==> src/rtl/lcd_nibble_writer.sv <==
// lcd_nibble_writer: drives an HD44780-compatible LCD in 4-bit write-only mode.
// Runs the power-up init sequence, then serialises one byte per valid/ready
// handshake as two timed nibble writes followed by a settle wait.
module lcd_nibble_writer #(
    parameter int unsigned POWERUP_CYC    = 750000,
    parameter int unsigned SETUP_CYC      = 2,
    parameter int unsigned E_HIGH_CYC     = 12,
    parameter int unsigned HOLD_CYC       = 2,
    parameter int unsigned CMD_WAIT_CYC   = 2500,
    parameter int unsigned CLEAR_WAIT_CYC = 82000
) (
    input  logic       clk,
    input  logic       rst,
    input  logic       in_valid,
    input  logic [7:0] in_data,
    input  logic       in_rs,
    output logic       in_ready,
    output logic       init_done,
    output logic       busy,
    output logic [3:0] lcd_d,
    output logic       lcd_rs,
    output logic       lcd_rw,
    output logic       lcd_en
);

    localparam int unsigned NIB_CYC = SETUP_CYC + E_HIGH_CYC + HOLD_CYC;
    localparam int unsigned MAX_A   = (POWERUP_CYC > CLEAR_WAIT_CYC) ? POWERUP_CYC : CLEAR_WAIT_CYC;
    localparam int unsigned MAX_B   = (NIB_CYC > CMD_WAIT_CYC) ? NIB_CYC : CMD_WAIT_CYC;
    localparam int unsigned MAX_CYC = (MAX_A > MAX_B) ? MAX_A : MAX_B;
    localparam int unsigned CNT_W   = (MAX_CYC > 1) ? $clog2(MAX_CYC) : 1;

    localparam logic [CNT_W-1:0] PWR_LAST = CNT_W'(POWERUP_CYC - 1);
    localparam logic [CNT_W-1:0] NIB_LAST = CNT_W'(NIB_CYC - 1);
    localparam logic [CNT_W-1:0] CMD_LAST = CNT_W'(CMD_WAIT_CYC - 1);
    localparam logic [CNT_W-1:0] CLR_LAST = CNT_W'(CLEAR_WAIT_CYC - 1);
    // One extra bit so the E-window end can equal NIB_CYC when HOLD_CYC is 0.
    localparam logic [CNT_W:0]   E_ON_C   = (CNT_W+1)'(SETUP_CYC);
    localparam logic [CNT_W:0]   E_OFF_C  = (CNT_W+1)'(SETUP_CYC + E_HIGH_CYC);

    typedef enum logic [2:0] {
        ST_PWR_WAIT,
        ST_INIT_NIB,
        ST_INIT_WAIT,
        ST_INIT_BYTE,
        ST_IDLE,
        ST_XFER,
        ST_WAIT
    } state_t;

    state_t           r_state;
    logic [CNT_W-1:0] r_cnt;
    logic [1:0]       r_init_idx;
    logic [1:0]       r_byte_idx;
    logic [7:0]       r_byte;
    logic             r_byte_rs;
    logic             r_nib_lo;
    logic             r_wait_clr;
    logic             r_ready;
    logic             r_done;
    logic             r_busy;
    logic [3:0]       r_d;
    logic             r_rs;
    logic             r_rw;
    logic             r_en;

    logic [CNT_W:0]   w_cnt_inc;
    logic             w_en_next;
    logic             w_nib_last;
    logic             w_wait_last;
    logic [3:0]       w_init_nib_next;
    logic [7:0]       w_init_byte;
    logic             w_is_clr;

    // Counter helpers, E window for the following cycle and init table lookups.
    always_comb begin
        w_cnt_inc       = {1'b0, r_cnt} + (CNT_W+1)'(1);
        w_en_next       = (w_cnt_inc >= E_ON_C) && (w_cnt_inc < E_OFF_C);
        w_nib_last      = (r_cnt == NIB_LAST);
        w_wait_last     = (r_cnt == (r_wait_clr ? CLR_LAST : CMD_LAST));
        w_init_nib_next = (r_init_idx == 2'd2) ? 4'h2 : 4'h3;
        w_is_clr        = !r_byte_rs && ((r_byte == 8'h01) || (r_byte == 8'h02));
        w_init_byte     = 8'h28;
        case (r_byte_idx)
            2'd0:    w_init_byte = 8'h28;
            2'd1:    w_init_byte = 8'h0C;
            2'd2:    w_init_byte = 8'h06;
            default: w_init_byte = 8'h01;
        endcase
    end

    // Main FSM; every LCD/handshake output is registered and reflects the state of the next cycle.
    always_ff @(posedge clk) begin
        if (rst) begin
            r_state    <= ST_PWR_WAIT;
            r_cnt      <= '0;
            r_init_idx <= '0;
            r_byte_idx <= '0;
            r_byte     <= '0;
            r_byte_rs  <= 1'b0;
            r_nib_lo   <= 1'b0;
            r_wait_clr <= 1'b0;
            r_ready    <= 1'b0;
            r_done     <= 1'b0;
            r_busy     <= 1'b1;
            r_d        <= '0;
            r_rs       <= 1'b0;
            r_rw       <= 1'b0;
            r_en       <= 1'b0;
        end else begin
            r_rw <= 1'b0;
            case (r_state)
                ST_PWR_WAIT: begin
                    if (r_cnt == PWR_LAST) begin
                        r_cnt   <= '0;
                        r_d     <= 4'h3;
                        r_rs    <= 1'b0;
                        r_en    <= 1'b0;
                        r_state <= ST_INIT_NIB;
                    end else begin
                        r_cnt <= w_cnt_inc[CNT_W-1:0];
                    end
                end
                ST_INIT_NIB: begin
                    if (w_nib_last) begin
                        r_cnt   <= '0;
                        r_en    <= 1'b0;
                        r_state <= ST_INIT_WAIT;
                    end else begin
                        r_cnt <= w_cnt_inc[CNT_W-1:0];
                        r_en  <= w_en_next;
                    end
                end
                ST_INIT_WAIT: begin
                    if (r_cnt == CMD_LAST) begin
                        r_cnt <= '0;
                        if (r_init_idx == 2'd3) begin
                            r_state <= ST_INIT_BYTE;
                        end else begin
                            r_init_idx <= r_init_idx + 2'd1;
                            r_d        <= w_init_nib_next;
                            r_state    <= ST_INIT_NIB;
                        end
                    end else begin
                        r_cnt <= w_cnt_inc[CNT_W-1:0];
                    end
                end
                ST_INIT_BYTE: begin
                    r_byte    <= w_init_byte;
                    r_byte_rs <= 1'b0;
                    r_d       <= w_init_byte[7:4];
                    r_rs      <= 1'b0;
                    r_nib_lo  <= 1'b0;
                    r_cnt     <= '0;
                    r_state   <= ST_XFER;
                end
                ST_IDLE: begin
                    r_en <= 1'b0;
                    if (in_valid && r_ready) begin
                        r_byte    <= in_data;
                        r_byte_rs <= in_rs;
                        r_d       <= in_data[7:4];
                        r_rs      <= in_rs;
                        r_nib_lo  <= 1'b0;
                        r_cnt     <= '0;
                        r_ready   <= 1'b0;
                        r_busy    <= 1'b1;
                        r_state   <= ST_XFER;
                    end
                end
                ST_XFER: begin
                    if (w_nib_last) begin
                        r_cnt <= '0;
                        r_en  <= 1'b0;
                        if (!r_nib_lo) begin
                            r_nib_lo <= 1'b1;
                            r_d      <= r_byte[3:0];
                        end else begin
                            r_wait_clr <= w_is_clr;
                            r_state    <= ST_WAIT;
                        end
                    end else begin
                        r_cnt <= w_cnt_inc[CNT_W-1:0];
                        r_en  <= w_en_next;
                    end
                end
                ST_WAIT: begin
                    if (w_wait_last) begin
                        r_cnt <= '0;
                        if (r_done || (r_byte_idx == 2'd3)) begin
                            r_done  <= 1'b1;
                            r_ready <= 1'b1;
                            r_busy  <= 1'b0;
                            r_state <= ST_IDLE;
                        end else begin
                            r_byte_idx <= r_byte_idx + 2'd1;
                            r_state    <= ST_INIT_BYTE;
                        end
                    end else begin
                        r_cnt <= w_cnt_inc[CNT_W-1:0];
                    end
                end
                default: begin
                    r_state <= ST_PWR_WAIT;
                    r_cnt   <= '0;
                end
            endcase
        end
    end

    assign in_ready  = r_ready;
    assign init_done = r_done;
    assign busy      = r_busy;
    assign lcd_d     = r_d;
    assign lcd_rs    = r_rs;
    assign lcd_rw    = r_rw;
    assign lcd_en    = r_en;

endmodule

==> config.mk <==
export PLATFORM = sky130hd
export DESIGN_NAME = lcd_nibble_writer
export DESIGN_NICKNAME = d
export VERILOG_FILES = /design/src/rtl/lcd_nibble_writer.sv
export SDC_FILE = /design/constraint.sdc
export NUM_CORES = 1
export LEC_CHECK = 0
export CAP_MARGIN = 20
export CORE_ASPECT_RATIO = 0.6
export CORE_MARGIN = 1.5
export CORE_UTILIZATION = 30
export CTS_CLUSTER_DIAMETER = 60
export DETAILED_ROUTE_END_ITERATION = 16
export GPL_TIMING_DRIVEN = 0
export PLACE_DENSITY = 0.49
export REMOVE_ABC_BUFFERS = 1
export SKIP_LAST_GASP = 1
export SLEW_MARGIN = 30
export SYNTH_ARGS = -nofsm -noshare
export SYNTH_HDL_FRONTEND = slang
export SYNTH_SLANG_ARGS = --single-unit
==> constraint.sdc <==
create_clock -name clk -period 4.75 [get_ports clk]
set_input_delay 0.7125 -clock clk [delete_from_list [all_inputs] [get_ports clk]]
set_output_delay 0.7125 -clock clk [all_outputs]
set_load 0.01 [all_outputs]
# Yosys cells after proc, flatten, opt, wreduce, memory -nomap -nowiden
# Index checks and enable logic that the tools add are counted.
[classes] add_sub_neg=3 n_mux=44 eq_ne=27 bitwise=2 magnitude_cmp=2 reduce_logical=26
[op_table] operator="$mux 20" n=5
[op_table] operator="$pmux 20 s5" n=1
[op_table] operator="$mux 3" n=8
[op_table] operator="$mux 4" n=6
[op_table] operator="$add 20x1->21 const B" n=1
[op_table] operator="$ge 21x2->1 const B" n=1
[op_table] operator="$lt 21x4->1 const B" n=1
[op_table] operator="$pmux 3 s7" n=1
[op_table] operator="$eq 20x12->1 const B" n=1
[op_table] operator="$eq 20x17->1" n=1
[op_table] operator="$eq 20x20->1 const B" n=1
[op_table] operator="$eq 20x4->1 const B" n=1
[op_table] operator="$ne 2x2->1 const B" n=10
[op_table] operator="$pmux 4 s5" n=1
[op_table] operator="$pmux 6 s3" n=1
[op_table] operator="$reduce_and 3->1" n=6
[op_table] operator="$mux 17" n=1
[op_table] operator="$pmux 8 s2" n=1
[op_table] operator="$reduce_and 7->1" n=2
[op_table] operator="$mux 1" n=11
[op_table] operator="$eq 3x3->1 const B" n=3
[op_table] operator="$pmux 1 s3" n=3
[op_table] operator="$reduce_bool 3->1" n=3
[op_table] operator="$eq 2x2->1 const B" n=4
[op_table] operator="20 further kinds" n=30
[totals] elab_cells=118 in_bits=12 ff_bits=47 output_inout_bits=10

# Longest topological paths before layout
[logic_depth] depth_word=5 mapped_depth=10

# Worst setup path after synthesis
# No wires, ideal clock.
[synth_path] path_type="register -> register" startpoint="register r_cnt[4]" endpoint="register r_en (netlist: lcd_en)" required_ns=4.681 setup_slack_ns=2.196 stages_incl_launch_ff=9 period_less_slack_ns=2.554 arrival_time_ns=2.485 path_buffers=1 setup_time_ns=0.069 path_cell_list="dfxtp_1 > buf_2 > nand3_1 > nor4_1 > nand3_1 > xnor2_1 > or4_1 > or4_1 > o21ai_1"
[synth_between] elab_chain_cells=5 elab_cells_between_ends=10
[synth_rtl] item="from (decl)" line_no="51" source="logic [CNT_W-1:0] r_cnt;"
[synth_rtl] item="from (signal assigned)" line_no="120" source="r_cnt <= w_cnt_inc[CNT_W-1:0];"
[synth_rtl] item="from (signal assigned)" line_no="129" source="r_cnt <= w_cnt_inc[CNT_W-1:0];"
[synth_rtl] item="from (signal assigned)" line_no="144" source="r_cnt <= w_cnt_inc[CNT_W-1:0];"
[synth_rtl] item="$add 20x1->21" line_no="76" source="w_cnt_inc = {1'b0, r_cnt} + (CNT_W+1)'(1);"
[synth_rtl] item="$ge 21x2->1 or $lt 21x4->1 (tied branches)" line_no="77" source="w_en_next = (w_cnt_inc >= E_ON_C) && (w_cnt_inc < E_OFF_C);"
[synth_rtl] item="$logic_and 1x1->1" line_no="77"
[synth_rtl] item="$mux 1" line_no="124, 171"
[synth_rtl] item="$pmux 1 s3" line_no="111" source="case (r_state)"
[synth_rtl] item="to (signal assigned)" line_no="130" source="r_en <= w_en_next;"
[synth_rtl] item="to (signal assigned)" line_no="183" source="r_en <= w_en_next;"
[synth_rtl] item="to (decl)" line_no="64" source="logic r_en;"
# Several ways; a longest one is shown, not always the timed one.
# A chain may end at the register's enable or synchronous reset.

# Worst setup path in the final report
[layout_path] startpoint="register r_cnt[0]" endpoint="register r_cnt[7]"
[layout_between] elab_chain_cells=3 elab_cells_between_ends=10
[layout_rtl] item="$add 20x1->21 (tied with other cells)" line_no="76"
[layout_rtl] item="$mux 20, on equally long branches"
[layout_rtl] item="$pmux 20 s5 *" line_no="111"
# Every way passes the cells marked *; elsewhere a longest branch is shown, timed or not.

==> metrics.txt <==
Placed Cells=528; Wirelength per Cell=15.55 um; post-CTS setup buffer count=0; Final Hold Vio Count=0; Total GRT Usage=16.64%; RSZ-0062 raised after global routing=no; Final Skew=7.089 ps; Initial Util=30.81%; CTS resizes=0; P_int=748.5 uW; Synth Cell Area=3033 um2; Combinational Power Share=16.8%; IO Pins=22; kind of critical path=reg2reg; Synth warnings=0; GR Overflow Total=0; pin count of the biggest net entering global routing=34; Synth Register Bits=47; DR vias=2,862; Max-Cap Viols=0; hold crit path type=reg2reg; FFs w/ async S/R, synth=0%; CP bufs+invs=0; Synth cell types=55; peak supply drop=0.1373 mV; Hold Buf Count CTS=0; final net count=421; final setup TNS=0 ps; Setup violations, final=0; slowest CP cell=a31oi_2; Seq/Total Area, Yosys=31.02%; area grow syn2layout=13.94%; clock root cell=clkbuf_16; final count of pins violating max slew=0; fmax=320.1 MHz; Cell Pwr Density=301.3 nW/um2; vias in the first global route=2,576; clk slew on worst S/H paths=70 ps; CTS H-tree depth=2; Post-route DRC=0; drt initial violations=218; share of post-route cells with drive strength above 1=6.733%; Worst EP required=4920 ps; fin crit period=3124 ps; die area=10,740 um2; outcome=finished, final reports clean; leading post-synthesis cells by cell area=dfxtp_1 31%, a21oi_1 6.1%, nor2_1 5.9%; Reg area=940.9 um2; Worst path max stage delay=680 ps; Filler Cells Inserted=1,014; core area=9844 um2; std cell rows=28; Psw=292.7 uW; vias per cell=5.340; crit path cell chain=ha_1, nand2b_1, nor4_1, o21ai_0, a31oi_2, a21oi_2, a21oi_1, mux2i_1; Sw Share=28.11%; Worst Max-Slew Pin Slew=841.2 ps; Antenna Nets Post-Route=0; Clock power frac=41.2%; Multi-input gate area=1916 um2; CP top delay family=compound AO/OA/AOI/OAI gates; CP Capture Type=flip-flop; Worst slew margin=43.92%; fin area=3456 um2; Leak Pwr=0.001149 uW; Skew-Pair Late Insertion Delay=300 ps; final antenna diode count=0; I/O Buffers=20; arrival time worst endpoint=3290 ps; share of power burned in registers=41.9%; drt pass-1 iters=5; fin crit share=65.76%; cts bufs inserted=5; HPWL after DPL=6164 um; die height=80.89 um; clk buf depth=2; top cell type's share of synthesized area=31.02%; Post-Syn Instances=403; TritonCTS clock tree=built; Final GP Congestion=0.8482; Non-Filler Instances=536; Synth Area per Inst=7.526 um2; die width=132.8 um; crit path max fanout=18; clock tree sinks=47; Routed WL=8337 um; top cell type by total area after synthesis=dfxtp_1; initial antenna violation count=0; commonest register cell after synthesis=dfxtp_1; EDFF count, synth=0; dpl cell area=3273 um2; CP Launch Type=flip-flop; global-route wire length before repair=13,940 um
-- cell type report --
cell class / instances / share of cell area (%)
Multi-Input combinational cell: 315 / 55.43
Sequential cell: 47 / 27.23
Timing Repair Buffer: 21 / 6.227
Tap cell: 135 / 4.888
Clock buffer: 6 / 4.019
Clock inverter: 2 / 1.122
Inverter: 10 / 1.086
-- placed cells by master (no fill, tap or decap), drive strengths merged, types with 4 or more instances in the layout --
| cell | n |
|---|---|
| xnor2 | 7 |
| ha | 9 |
| a22oi | 6 |
| a21oi | 38 |
| a31oi | 8 |
| nand2 | 42 |
| a211oi | 6 |
| inv | 11 |
| nor2b | 4 |
| nand3b | 5 |
| nor4 | 9 |
| clkbuf | 6 |
| nand2b | 5 |
| mux2i | 13 |
| o21ai | 20 |
| clkdlybuf4s50 | 19 |
| nor2 | 49 |
| dfxtp | 47 |
| nor3 | 12 |
| or4 | 6 |
| and3 | 7 |
| nand3 | 29 |
| nand4 | 11 |
-- path summary, 6_finish.rpt --
check | startpoint | end | slack (ps) | depth (start not counted)
hold / removal | r_byte_rs$_SDFFE_PP0P_ | r_byte_rs$_SDFFE_PP0P_ | 470 | 2
hold reg to reg | r_byte_rs$_SDFFE_PP0P_ | r_byte_rs$_SDFFE_PP0P_ | 470 | 2
setup reg to reg | r_cnt[0]$_SDFFE_PP0N_ | r_cnt[7]$_SDFFE_PP0N_ | 1630 | 8
setup / recovery | r_cnt[0]$_SDFFE_PP0N_ | r_cnt[7]$_SDFFE_PP0N_ | 1630 | 8
-- power by group through the flow --
| stage | clock, uW | combinational, uW | sequential, uW |
|---|---|---|---|
| 2_1_floorplan | 0 | 110 | 439 |
| 3_3_place_gp | 0 | 169 | 444 |
| 3_5_place_dp | 0 | 173 | 445 |
| 4_1_cts | 441 | 174 | 436 |
| 5_1_grt | 463 | 192 | 440 |
| 6_report | 429 | 175 | 437 |
-- Yosys cell counts (9+ instances only) --
| cell | n |
|---|---|
| o21ai_0 | 18 |
| nor3_1 | 12 |
| a21oi_1 | 37 |
| ha_1 | 9 |
| nand4_1 | 11 |
| nand3_1 | 28 |
| nand2_1 | 41 |
| mux2i_1 | 13 |
| inv_1 | 10 |
| clkbuf_1 | 19 |
| dfxtp_1 | 47 |
| nor2_1 | 48 |
-- through the flow --
step	hold WS [ps]	setup slack (ps)	power [uW]	util, %
CTS	465.9	1636	1050	35.05
global placement	451.1	1215	613.2	32.97
detailed placement	455.6	1650	617.7	33.25
floorplan	430.4	2068	549.6	-
global route	483.6	1296	1095	35.10
finish	465.7	1626	1041	35.10
-- flip-flops by register name, summed over array words and instances, names as in the netlist --
register / count
r_byte_rs: 1
lcd_en: 1
busy: 1
lcd_rs: 1
in_ready: 1
init_done: 1
r_state: 3
r_init_idx: 2
lcd_d: 4
r_nib_lo: 1
r_cnt: 20
r_byte: 8
r_wait_clr: 1
r_byte_idx: 2
-- layer usage --
| layer | global-route usage, % | part of all wire (%) | up-vias | wire [um] |
|---|---|---|---|---|
| met3 | 3.683 | 5.5 | 6 | 455 |
| met5 | 0 | 0 | - | 0 |
| li1 | - | - | 1435 | - |
| met4 | 4.066 | 0.66 | 0 | 55 |
| met2 | 21.61 | 35 | 74 | 2942 |
| met1 | 26.48 | 59 | 1347 | 4884 |
-- cells by family (layout without fill, tap and decap cells) --
| kind of cell | Yosys count | in the layout | share of synthesized area [%] |
|---|---|---|---|
| DFF | 47 | 47 | 31.02 |
| xor gates and xnor gates | 10 | 10 | 2.888 |
| adders and majority gates | 9 | 9 | 3.713 |
| AOI/OAI and AO/OA | 93 | 93 | 18.56 |
| buffers and inverters | 41 | 39 | 6.394 |
| other | 1 | 1 | 0.1236 |
| muxes | 14 | 14 | 4.662 |
| and+or+nand+nor | 188 | 188 | 32.63 |
-- worst min-delay path, cell delays in order, from the launching register on --
cell and delay (ps):
dfxtp_1 320, nand2_1 50, a21oi_1 50
Power figures use the tool's default switching activity.
